===== config.mk =====
export PLATFORM = sky130hd
export DESIGN_NAME = param_uart
export DESIGN_NICKNAME = d
export VERILOG_FILES = /design/src/rtl/param_uart.sv
export SDC_FILE = /design/constraint.sdc
export NUM_CORES = 1
export LEC_CHECK = 0
export BUFFER_PORTS_ARGS = -buffer_cell sky130_fd_sc_hd__buf_2
export CORE_ASPECT_RATIO = 0.5
export CORE_MARGIN = 2
export CORE_UTILIZATION = 27
export DETAILED_ROUTE_END_ITERATION = 12
export PLACE_DENSITY = 0.49
export SLEW_MARGIN = 10
export SYNTH_ARGS = -nofsm -noshare
export SYNTH_HDL_FRONTEND = slang
export SYNTH_SLANG_ARGS = --single-unit

===== constraint.sdc =====
create_clock -name clk -period 3.2 [get_ports clk]
set_input_delay 0.64 -clock clk [delete_from_list [all_inputs] [get_ports clk]]
set_output_delay 0.64 -clock clk [all_outputs]
set_load 0.05 [all_outputs]

===== src/rtl/param_uart.sv =====
`default_nettype none
// ============================================================================
//  Module   : param_uart
//  Purpose  : Parametrised full-duplex UART. It has a 2-flop RX synchroniser,
//             an RX frame decoder feeding a first-word-fall-through FIFO with
//             overrun and framing-error flags, and a valid/ready TX shifter
//             with a power-on guard interval.
//  Options  : Define UART_PARITY_EN to insert one parity bit after the data
//             bits in both directions. PARITY_ODD selects odd (1) or even (0).
//  Revision : 1.0  initial release
// ============================================================================
module param_uart #(
    parameter int CLOCK_FREQUENCY = 16000000,
    parameter int BAUD_RATE       = 115200,
    parameter int DATA_BITS       = 8,
    parameter int STOP_BITS       = 1,
    parameter int RX_FIFO_DEPTH   = 4,
    parameter int PARITY_ODD      = 0
) (
    input  logic                             clk,
    input  logic                             resetn,
    input  logic                             ser_rx,
    output logic                             ser_tx,
    output logic                             rx_valid,
    input  logic                             rx_ready,
    output logic [DATA_BITS-1:0]             rx_data,
    output logic [$clog2(RX_FIFO_DEPTH):0]   rx_level,
    output logic                             rx_frame_err,
    output logic                             rx_overrun,
    output logic                             rx_parity_err,
    input  logic                             tx_valid,
    input  logic [DATA_BITS-1:0]             tx_data,
    output logic                             tx_ready
);

    localparam int C_DIV        = CLOCK_FREQUENCY / BAUD_RATE;
    localparam int C_CW         = $clog2(C_DIV + 1);
`ifdef UART_PARITY_EN
    localparam int C_PB         = 1;
    localparam logic C_ODD      = (PARITY_ODD != 0);
`else
    localparam int C_PB         = 0;
`endif
    localparam int C_TX_BITS    = 1 + DATA_BITS + C_PB + STOP_BITS;
    localparam int C_GUARD_BITS = DATA_BITS + 1 + STOP_BITS;
    localparam int C_BW         = $clog2(C_TX_BITS + 1);
    localparam int C_AW         = $clog2(RX_FIFO_DEPTH);
    localparam int C_LW         = C_AW + 1;

    localparam logic [C_CW-1:0] C_DIV_LAST   = C_CW'(C_DIV - 1);
    localparam logic [C_CW-1:0] C_DIV_HALF   = C_CW'(C_DIV / 2);
    localparam logic [C_BW-1:0] C_DATA_LAST  = C_BW'(DATA_BITS - 1);
    localparam logic [C_BW-1:0] C_TX_LAST    = C_BW'(C_TX_BITS - 1);
    localparam logic [C_BW-1:0] C_GUARD_LAST = C_BW'(C_GUARD_BITS - 1);
    localparam logic [C_LW-1:0] C_FULL_LEVEL = C_LW'(RX_FIFO_DEPTH);

    typedef enum logic [2:0] {
        RX_IDLE   = 3'd0,
        RX_START  = 3'd1,
        RX_DATA   = 3'd2,
`ifdef UART_PARITY_EN
        RX_PARITY = 3'd3,
`endif
        RX_STOP   = 3'd4,
        RX_BREAK  = 3'd5
    } rx_state_t;

    typedef enum logic [1:0] {
        TX_GUARD = 2'd0,
        TX_IDLE  = 2'd1,
        TX_SHIFT = 2'd2
    } tx_state_t;

    // ------------------------------------------------------------------ RX --
    logic [1:0]           rx_sync_q;
    logic                 rx_s;
    rx_state_t            rx_state_q;
    logic [C_CW-1:0]      rx_cnt_q;
    logic [C_BW-1:0]      rx_bit_q;
    logic [DATA_BITS-1:0] rx_shift_q;
    logic                 rx_frame_err_q;
    logic                 rx_overrun_q;
    logic                 rx_push;
    logic                 rx_pop;
    logic                 rx_push_ok;
    logic                 rx_fifo_full;

    logic [DATA_BITS-1:0] fifo_mem_q [RX_FIFO_DEPTH];
    logic [C_AW-1:0]      wr_ptr_q;
    logic [C_AW-1:0]      rd_ptr_q;
    logic [C_LW-1:0]      rx_level_q;

`ifdef UART_PARITY_EN
    logic                 rx_perr_q;
    logic                 rx_parity_err_q;
`else
    logic                 unused_parity_odd;
    assign unused_parity_odd = (PARITY_ODD != 0);
`endif

    // Bring the asynchronous line into the clock domain; idles high.
    always_ff @(posedge clk or negedge resetn) begin
        if (!resetn) rx_sync_q <= 2'b11;
        else         rx_sync_q <= {rx_sync_q[0], ser_rx};
    end

    assign rx_s = rx_sync_q[1];

    // A good stop bit completes the frame in this cycle.
    assign rx_push      = (rx_state_q == RX_STOP) && (rx_cnt_q == C_DIV_LAST) && rx_s;
    assign rx_fifo_full = (rx_level_q == C_FULL_LEVEL);
    assign rx_pop       = rx_valid && rx_ready;
    assign rx_push_ok   = rx_push && (!rx_fifo_full || rx_pop);

    // Frame decoder: mid-bit sampling timed from the start-bit edge.
    always_ff @(posedge clk or negedge resetn) begin
        if (!resetn) begin
            rx_state_q     <= RX_IDLE;
            rx_cnt_q       <= '0;
            rx_bit_q       <= '0;
            rx_shift_q     <= '0;
            rx_frame_err_q <= 1'b0;
            rx_overrun_q   <= 1'b0;
`ifdef UART_PARITY_EN
            rx_perr_q       <= 1'b0;
            rx_parity_err_q <= 1'b0;
`endif
        end else begin
            rx_frame_err_q <= 1'b0;
            rx_overrun_q   <= 1'b0;
`ifdef UART_PARITY_EN
            rx_parity_err_q <= 1'b0;
`endif
            case (rx_state_q)
                RX_IDLE: begin
                    rx_cnt_q <= '0;
                    if (!rx_s) rx_state_q <= RX_START;
                end
                RX_START: begin
                    if (rx_cnt_q == C_DIV_HALF) begin
                        rx_cnt_q   <= '0;
                        rx_bit_q   <= '0;
                        // A start bit that is already gone was a glitch.
                        rx_state_q <= rx_s ? RX_IDLE : RX_DATA;
                    end else begin
                        rx_cnt_q <= rx_cnt_q + C_CW'(1);
                    end
                end
                RX_DATA: begin
                    if (rx_cnt_q == C_DIV_LAST) begin
                        rx_cnt_q   <= '0;
                        rx_shift_q <= {rx_s, rx_shift_q[DATA_BITS-1:1]};
                        if (rx_bit_q == C_DATA_LAST) begin
`ifdef UART_PARITY_EN
                            rx_state_q <= RX_PARITY;
`else
                            rx_state_q <= RX_STOP;
`endif
                        end else begin
                            rx_bit_q <= rx_bit_q + C_BW'(1);
                        end
                    end else begin
                        rx_cnt_q <= rx_cnt_q + C_CW'(1);
                    end
                end
`ifdef UART_PARITY_EN
                RX_PARITY: begin
                    if (rx_cnt_q == C_DIV_LAST) begin
                        rx_cnt_q   <= '0;
                        rx_perr_q  <= ((^rx_shift_q) ^ rx_s) != C_ODD;
                        rx_state_q <= RX_STOP;
                    end else begin
                        rx_cnt_q <= rx_cnt_q + C_CW'(1);
                    end
                end
`endif
                RX_STOP: begin
                    if (rx_cnt_q == C_DIV_LAST) begin
                        rx_cnt_q <= '0;
                        if (rx_s) begin
                            rx_overrun_q <= rx_fifo_full && !rx_pop;
`ifdef UART_PARITY_EN
                            rx_parity_err_q <= rx_perr_q;
`endif
                            rx_state_q <= RX_IDLE;
                        end else begin
                            rx_frame_err_q <= 1'b1;
                            rx_state_q     <= RX_BREAK;
                        end
                    end else begin
                        rx_cnt_q <= rx_cnt_q + C_CW'(1);
                    end
                end
                RX_BREAK: begin
                    rx_cnt_q <= '0;
                    if (rx_s) rx_state_q <= RX_IDLE;
                end
                default: begin
                    rx_cnt_q   <= '0;
                    rx_state_q <= RX_IDLE;
                end
            endcase
        end
    end

    // FIFO storage; contents are don't-care while the level says empty.
    always_ff @(posedge clk) begin
        if (rx_push_ok) fifo_mem_q[wr_ptr_q] <= rx_shift_q;
    end

    // FIFO pointers and occupancy; a push into a full FIFO only lands with a pop.
    always_ff @(posedge clk or negedge resetn) begin
        if (!resetn) begin
            wr_ptr_q   <= '0;
            rd_ptr_q   <= '0;
            rx_level_q <= '0;
        end else begin
            if (rx_push_ok) wr_ptr_q <= wr_ptr_q + C_AW'(1);
            if (rx_pop)     rd_ptr_q <= rd_ptr_q + C_AW'(1);
            if (rx_push_ok && !rx_pop)      rx_level_q <= rx_level_q + C_LW'(1);
            else if (!rx_push_ok && rx_pop) rx_level_q <= rx_level_q - C_LW'(1);
        end
    end

    assign rx_valid     = (rx_level_q != '0);
    assign rx_level     = rx_level_q;
    assign rx_data      = rx_valid ? fifo_mem_q[rd_ptr_q] : '1;
    assign rx_frame_err = rx_frame_err_q;
    assign rx_overrun   = rx_overrun_q;
`ifdef UART_PARITY_EN
    assign rx_parity_err = rx_parity_err_q;
`else
    assign rx_parity_err = 1'b0;
`endif

    // ------------------------------------------------------------------ TX --
    tx_state_t            tx_state_q;
    logic [C_CW-1:0]      tx_cnt_q;
    logic [C_BW-1:0]      tx_bit_q;
    logic [C_TX_BITS-1:0] tx_shift_q;
    logic                 ser_tx_q;
    logic                 tx_ready_q;
    logic [C_TX_BITS-1:0] tx_frame;

    // Whole frame, LSB is transmitted first.
`ifdef UART_PARITY_EN
    assign tx_frame = {{STOP_BITS{1'b1}}, (^tx_data) ^ C_ODD, tx_data, 1'b0};
`else
    assign tx_frame = {{STOP_BITS{1'b1}}, tx_data, 1'b0};
`endif

    // Transmitter: guard interval after reset, then one frame per handshake.
    always_ff @(posedge clk or negedge resetn) begin
        if (!resetn) begin
            tx_state_q <= TX_GUARD;
            tx_cnt_q   <= '0;
            tx_bit_q   <= '0;
            tx_shift_q <= '1;
            ser_tx_q   <= 1'b1;
            tx_ready_q <= 1'b0;
        end else begin
            case (tx_state_q)
                TX_GUARD: begin
                    if (tx_cnt_q == C_DIV_LAST) begin
                        tx_cnt_q <= '0;
                        if (tx_bit_q == C_GUARD_LAST) begin
                            tx_bit_q   <= '0;
                            tx_ready_q <= 1'b1;
                            tx_state_q <= TX_IDLE;
                        end else begin
                            tx_bit_q <= tx_bit_q + C_BW'(1);
                        end
                    end else begin
                        tx_cnt_q <= tx_cnt_q + C_CW'(1);
                    end
                end
                TX_IDLE: begin
                    if (tx_valid && tx_ready_q) begin
                        tx_shift_q <= tx_frame;
                        ser_tx_q   <= tx_frame[0];
                        tx_ready_q <= 1'b0;
                        tx_cnt_q   <= '0;
                        tx_bit_q   <= '0;
                        tx_state_q <= TX_SHIFT;
                    end
                end
                TX_SHIFT: begin
                    if (tx_cnt_q == C_DIV_LAST) begin
                        tx_cnt_q <= '0;
                        if (tx_bit_q == C_TX_LAST) begin
                            ser_tx_q   <= 1'b1;
                            tx_ready_q <= 1'b1;
                            tx_state_q <= TX_IDLE;
                        end else begin
                            tx_bit_q   <= tx_bit_q + C_BW'(1);
                            ser_tx_q   <= tx_shift_q[1];
                            tx_shift_q <= {1'b1, tx_shift_q[C_TX_BITS-1:1]};
                        end
                    end else begin
                        tx_cnt_q <= tx_cnt_q + C_CW'(1);
                    end
                end
                default: begin
                    tx_cnt_q   <= '0;
                    tx_bit_q   <= '0;
                    ser_tx_q   <= 1'b1;
                    tx_ready_q <= 1'b0;
                    tx_state_q <= TX_GUARD;
                end
            endcase
        end
    end

    assign ser_tx   = ser_tx_q;
    assign tx_ready = tx_ready_q;

endmodule
`default_nettype wire

Word level (Yosys, flattened, before mapping) --
Memories as Yosys holds them, arrays and structs flattened. Cells that the tools add are included. Widths: inputs -> output; s select.
Storage, ports and cells: bits of input ports 13, flip-flop bits (word level) 60, output and inout bits 17, memories 1, RAM bits 32
Memories:
- fifo_mem_q | depth 4, bits a word 8, rd ports 1, clocked after memory_dff 0, wr ports 1, line 88 | logic [DATA_BITS-1:0] fifo_mem_q [RX_FIFO_DEPTH];
Operators by class: equal/unequal tests 25, add/sub/neg operators 8, mux-type cells 51, bitwise logic cells 1, reduce and logical (&&, ||, !) cells 27
Operators with widths (number):
- $mux 8 | 5
- $mux 4 | 8
- $pmux 8 s2 | 2
- $mux 10 | 3
- $mux 3 | 9
- $ne 2x2->1 const B | 10
- $pmux 10 s2 | 1
- $add 8x1->8 const B | 2
- $eq 8x8->1 const B | 2
- $pmux 3 s5 | 1
- $mux 1 | 13
- $pmux 4 s3 | 1
- $reduce_and 4->1 | 3
- $eq 3x3->1 const B | 3
- $add 4x1->4 const B | 2
- $eq 8x7->1 const B | 1
- $logic_and 1x1->1 | 8
- $mux 2 | 4
- $pmux 4 s2 | 1
- $ne 2x1->1 const B | 3
- $reduce_and 3->1 | 2
- $reduce_and 6->1 | 1
- $reduce_bool 2->1 | 3
- $add 2x1->2 const B | 2
- other kinds (19) | 22

Depth between registers and ports, before layout --
depth after elaboration 8, depth in mapped cells 11, mapped depth without buffers 11

Worst setup path after synthesis --
OpenSTA, ideal clock, no wires.
kind register to register, from reg rx_level_q[0] (netlist: rx_level[0]), to reg rx_level_q[2] (netlist: rx_level[2]), data required time 3.118 ns, period minus slack after synthesis 2.737 ns, data arrival time 2.655 ns, setup slack 0.463 ns, cell stages (with the launch flop) 10, library setup time 0.082 ns, cells stage by stage dfrtp_1 nor3_1 inv_1 nand2_1 ha_1 inv_1 fa_1 xor2_1 nor2_1 xor2_1
Between the ends: longest elaborated chain between the ends 7, elaborated cells between the ends (all ways) 15
RTL lines:
- from (decl) | line 91 | logic [C_LW-1:0] rx_level_q;
- from (signal assigned) | line 220 | if (rx_push_ok && !rx_pop) rx_level_q <= rx_level_q + C_LW'(1);
- from (signal assigned) | line 221 | else if (!rx_push_ok && rx_pop) rx_level_q <= rx_level_q - C_LW'(1);
- $reduce_bool 3->1 * | line 225 | assign rx_valid = (rx_level_q != '0);
- named net rx_valid | line 24 | output logic rx_valid,
- $logic_and 1x1->1 * | line 112 | assign rx_pop = rx_valid && rx_ready;
- $logic_or 1x1->1 | line 113 | assign rx_push_ok = rx_push && (!rx_fifo_full || rx_pop);
- $logic_and 1x1->1 | line 113
- $logic_not 1->1 | line 221
- $logic_and 1x1->1 | line 221
- $reduce_bool 2->1 (no line)
Mark *: on every way through the listed nets, which the timed path passes. The rest lies on a longest branch. The select of a mux whose other input is x is not followed. A chain may end at the register's enable or synchronous reset.

Worst setup path after layout --
from reg rd_ptr_q[0], to out rx_data[2]
Between the ends: longest elaborated chain between the ends 2
RTL lines:
- from (decl) | line 90 | logic [C_AW-1:0] rd_ptr_q;
- from (signal assigned) | line 219 | if (rx_pop) rd_ptr_q <= rd_ptr_q + C_AW'(1);
- $mem_v2 4x8
- $mux 8 | line 227 | assign rx_data = rx_valid ? fifo_mem_q[rd_ptr_q] : '1;
- to (decl) | line 26 | output logic [DATA_BITS-1:0] rx_data,
Every way passes these cells.

==> results by group <==
Synth
  – Ranking of synthesized cells by area: dfrtp_1 (28%), edfxtp_1 (23%), dfstp_2 (7.0%)
  – FF+latch count, synth: 89
  – Mapped cell area: between 0.004 and 0.005 mm²
  – Synth top area share: ~28%
  – Gate Count Post-Synth: 323
  – Synth Flop Type: dfrtp_1
  – YS warnings: 0
  – Yosys cell types: 55
  – Async SR Flop Fraction: 64.0%
  – Number of synthesized flops with an enable pin: 32
  – Synth Area per Inst: roughly 13 µm²
  – Net Count, Synth: 349
  – Post-synthesis sequential area ratio: 58.0%
  – Leading area contributor after synthesis: dfrtp_1

Die
  – # IOs: 30
  – Overall die height: 91.5 µm
  – Die W: 179 µm
  – Core box area: 0.0147 mm²
  – DIE AREA: 0.0164 mm²
  – # rows: 31
  – Starting Density: between 20 and 30%

Clocking
  – Clock Sinks: just under 90
  – CTS H-tree depth: 3
  – Hold_buf cts: 0
  – Clock Latency Late Sink: approximately 340 ps
  – Cts repair resizes: 0
  – CTS tree: yes
  – Post-CTS setup buffer count: 0
  – CTS Buffer Depth: 2
  – Clock Tree Root: clkbuf_16
  – Reg clk slew, reported paths: 70 ps
  – Number of buffers created by CTS: 9

Final layout
  – Layout cells sized above 1: 25.8%
  – P&R area growth vs syn: 15.8%
  – Commonest non-fill, non-tap cells in the layout: dfrtp_1 (46), edfxtp_1 (32), buf_2 (28)
  – Diodes inserted: 0
  – Fin util: 32.6%
  – Layout Nets: 382
  – Most common cell after layout, fill and taps aside: dfrtp_1
  – # fillers: 1492

STA
  – Hold violation total from the final report: 0
  – Tcrit/Tclk final: 85.7%
  – Setup TNS: 0 ps
  – Slack of the critical path: roughly 460 ps
  – Worst-Margin Slew: 648 ps
  – Fmax: between 0.3 and 0.4 GHz
  – Final min period: 2740 ps
  – Clock skew: 9.66 ps
  – RSZ-0062 raised after global routing: false
  – Final hold slack: 321 ps
  – Final Slew Violations: 0
  – Final Setup Violations: 0
  – Max-Slew Margin vs Limit: 56.6%

Power
  – Total power per unit cell area: 744 mW/mm²
  – VDD IR-drop max: 0.349 mV
  – Psw: 1270 µW
  – Leakage power: 0.00206 µW
  – Int Pwr: ~2300 µW
  – Final Power: 3560 µW
  – Switch share: 35.7%
  – Combinational Power Share: between 20 and 30%
  – Reg power frac: about 45%
  – Clk pwr share: 29.4%

Global route
  – Vias in the first global route: 2517
  – Grt ovf: 0
  – Pin count of the biggest net entering global routing: 27
  – Initial antenna violation count: 0
  – Total GRT Usage: 10.1%
  – First-pass GRT wire length: ~13 mm

Routing
  – WL met1: about 3.7 mm
  – Max layer used: met4
  – Total number of vias: 2571
  – Starting DRT DRC Count: 114
  – Met3 wire len: between 200 and 250 µm
  – 1st-pass router iterations: 4
  – # DRC: 0
  – Antenna-violating nets left: 0
  – Drt wl/cell: ~14 µm
  – Final WL: 7.70 mm
  – WL met2: 3.68 mm
  – DR vias/cell: roughly 4.6

Outcome
  – Status: finished, final reports clean

Place
  – Pre-CTS WS: 501 ps
  – Placer congestion estimate: 0.702
  – IO buf count: 28
  – HPWL after detailed placement: 5.17 mm

Worst setup path
  – WP data required: 2560 ps
  – CP cell instances: buf_4 > mux4_2 > or2_2 > buf_2
  – Max incr delay on CP: around 540 ps
  – Worst setup path startpoint: rd_ptr_q[0]
  – Crit Path Category: flip-flop to primary output
  – Reg2reg start: rx_cnt_q[1]
  – Worst Path Max Fanout: 6
  – Critical Path Source Type: flip-flop
  – Crit-path slowest cell: dfrtp_1
  – WP data arrival: 2100 ps
  – Crit end category: primary output

Min path
  – HP Class: input pin to async pin

Flow run
  – Max Cap Viol: 0
-- worst max-delay path, delay by kind of cell (launching register included) --
family	cells	cell delay, ps
flops	1	540
simple gates	1	270
buf+inv	2	450
mux	1	490
-- cell type report --
class	count	area [µm²]	area share, %
Tap cell	198	248	5.17
Clock buffer	9	225	4.70
Inverter	12	45.0	0.940
Sequential cell	89	2400	50.1
Multi-Input combinational cell	209	1610	33.6
Timing Repair Buffer	35	193	4.02
Clock inverter	7	68.8	1.44
-- kinds of logic after synthesis --
| group | after synthesis | share of synthesized area, % |
|---|---|---|
| adder cells (fa/ha/maj) | 13 | 4.11 |
| AND/OR/NAND/NOR | 100 | 14.2 |
| flip-flops | 89 | 58.0 |
| other | 1 | 0.0907 |
| AO/OA/AOI/OAI | 53 | 8.08 |
| multiplexers | 27 | 9.23 |
| buffers and inverters | 25 | 3.02 |
| XOR/XNOR | 15 | 3.18 |
-- through the flow --
stage	instance area, µm²	std cells
CTS	4790	559
global placement	4500	543
detailed placement	4500	543
floorplan	4140	323
global route	4790	559
finish	4790	559
-- state kept, by name, indices dropped and copies added, names as in the netlist --
register	flops
rx_state_q	3
tx_cnt_q	8
rx_cnt_q	8
fifo_mem_q	32
rd_ptr_q	2
ser_tx	1
tx_ready	1
wr_ptr_q	2
tx_shift_q	8
rx_shift_q	8
rx_sync_q	2
rx_overrun	1
tx_bit_q	4
rx_level	3
rx_frame_err	1
rx_bit_q	4
tx_state_q	1
-- power groups by stage --
| stage | clock, µW | combinational (µW) | sequential (µW) |
|---|---|---|---|
| after floorplan | 0 | 697 | 1620 |
| after global placement | 0 | 924 | 1620 |
| after detailed placement | 0 | 936 | 1610 |
| after CTS | 1100 | 937 | 1590 |
| after global routing | 1140 | 1020 | 1630 |
| final | 1050 | 923 | 1590 |
-- cells in the mapped netlist (6+ instances only) --
master    number
ha_1          12
mux2_2         9
mux2i_1       10
a21oi_1       15
edfxtp_1      32
nor2_1        21
dfrtp_1       46
nand3_1       13
xnor2_1        8
and2_1         6
o21ai_0       16
dfstp_2       11
buf_2          7
nand4_1        6
mux4_2         8
inv_1         12
or2_2          8
xor2_1         7
nand2_1       17
-- layer usage --
layer,track usage (%),vias to the layer above
met1,13.1,1283
met5,0,-
met2,16.2,31
met3,3.14,6
met4,3.25,0
li1,-,1251
-- final timing paths --
| check | end | slack, ps | depth (start not counted) |
|---|---|---|---|
| max in group asynchronous | rx_sync_q[1] | 2150 | 2 |
| worst min-delay path | tx_ready | 320 | 1 |
| worst max register to register | rx_level[2] | 530 | 11 |
| min in group clk | rx_sync_q[1] | 370 | 0 |
| worst min register to register | rx_sync_q[1] | 370 | 0 |
| worst max-delay path | rx_data[2] | 460 | 4 |
No activity file was read; power rests on OpenSTA's default activity.
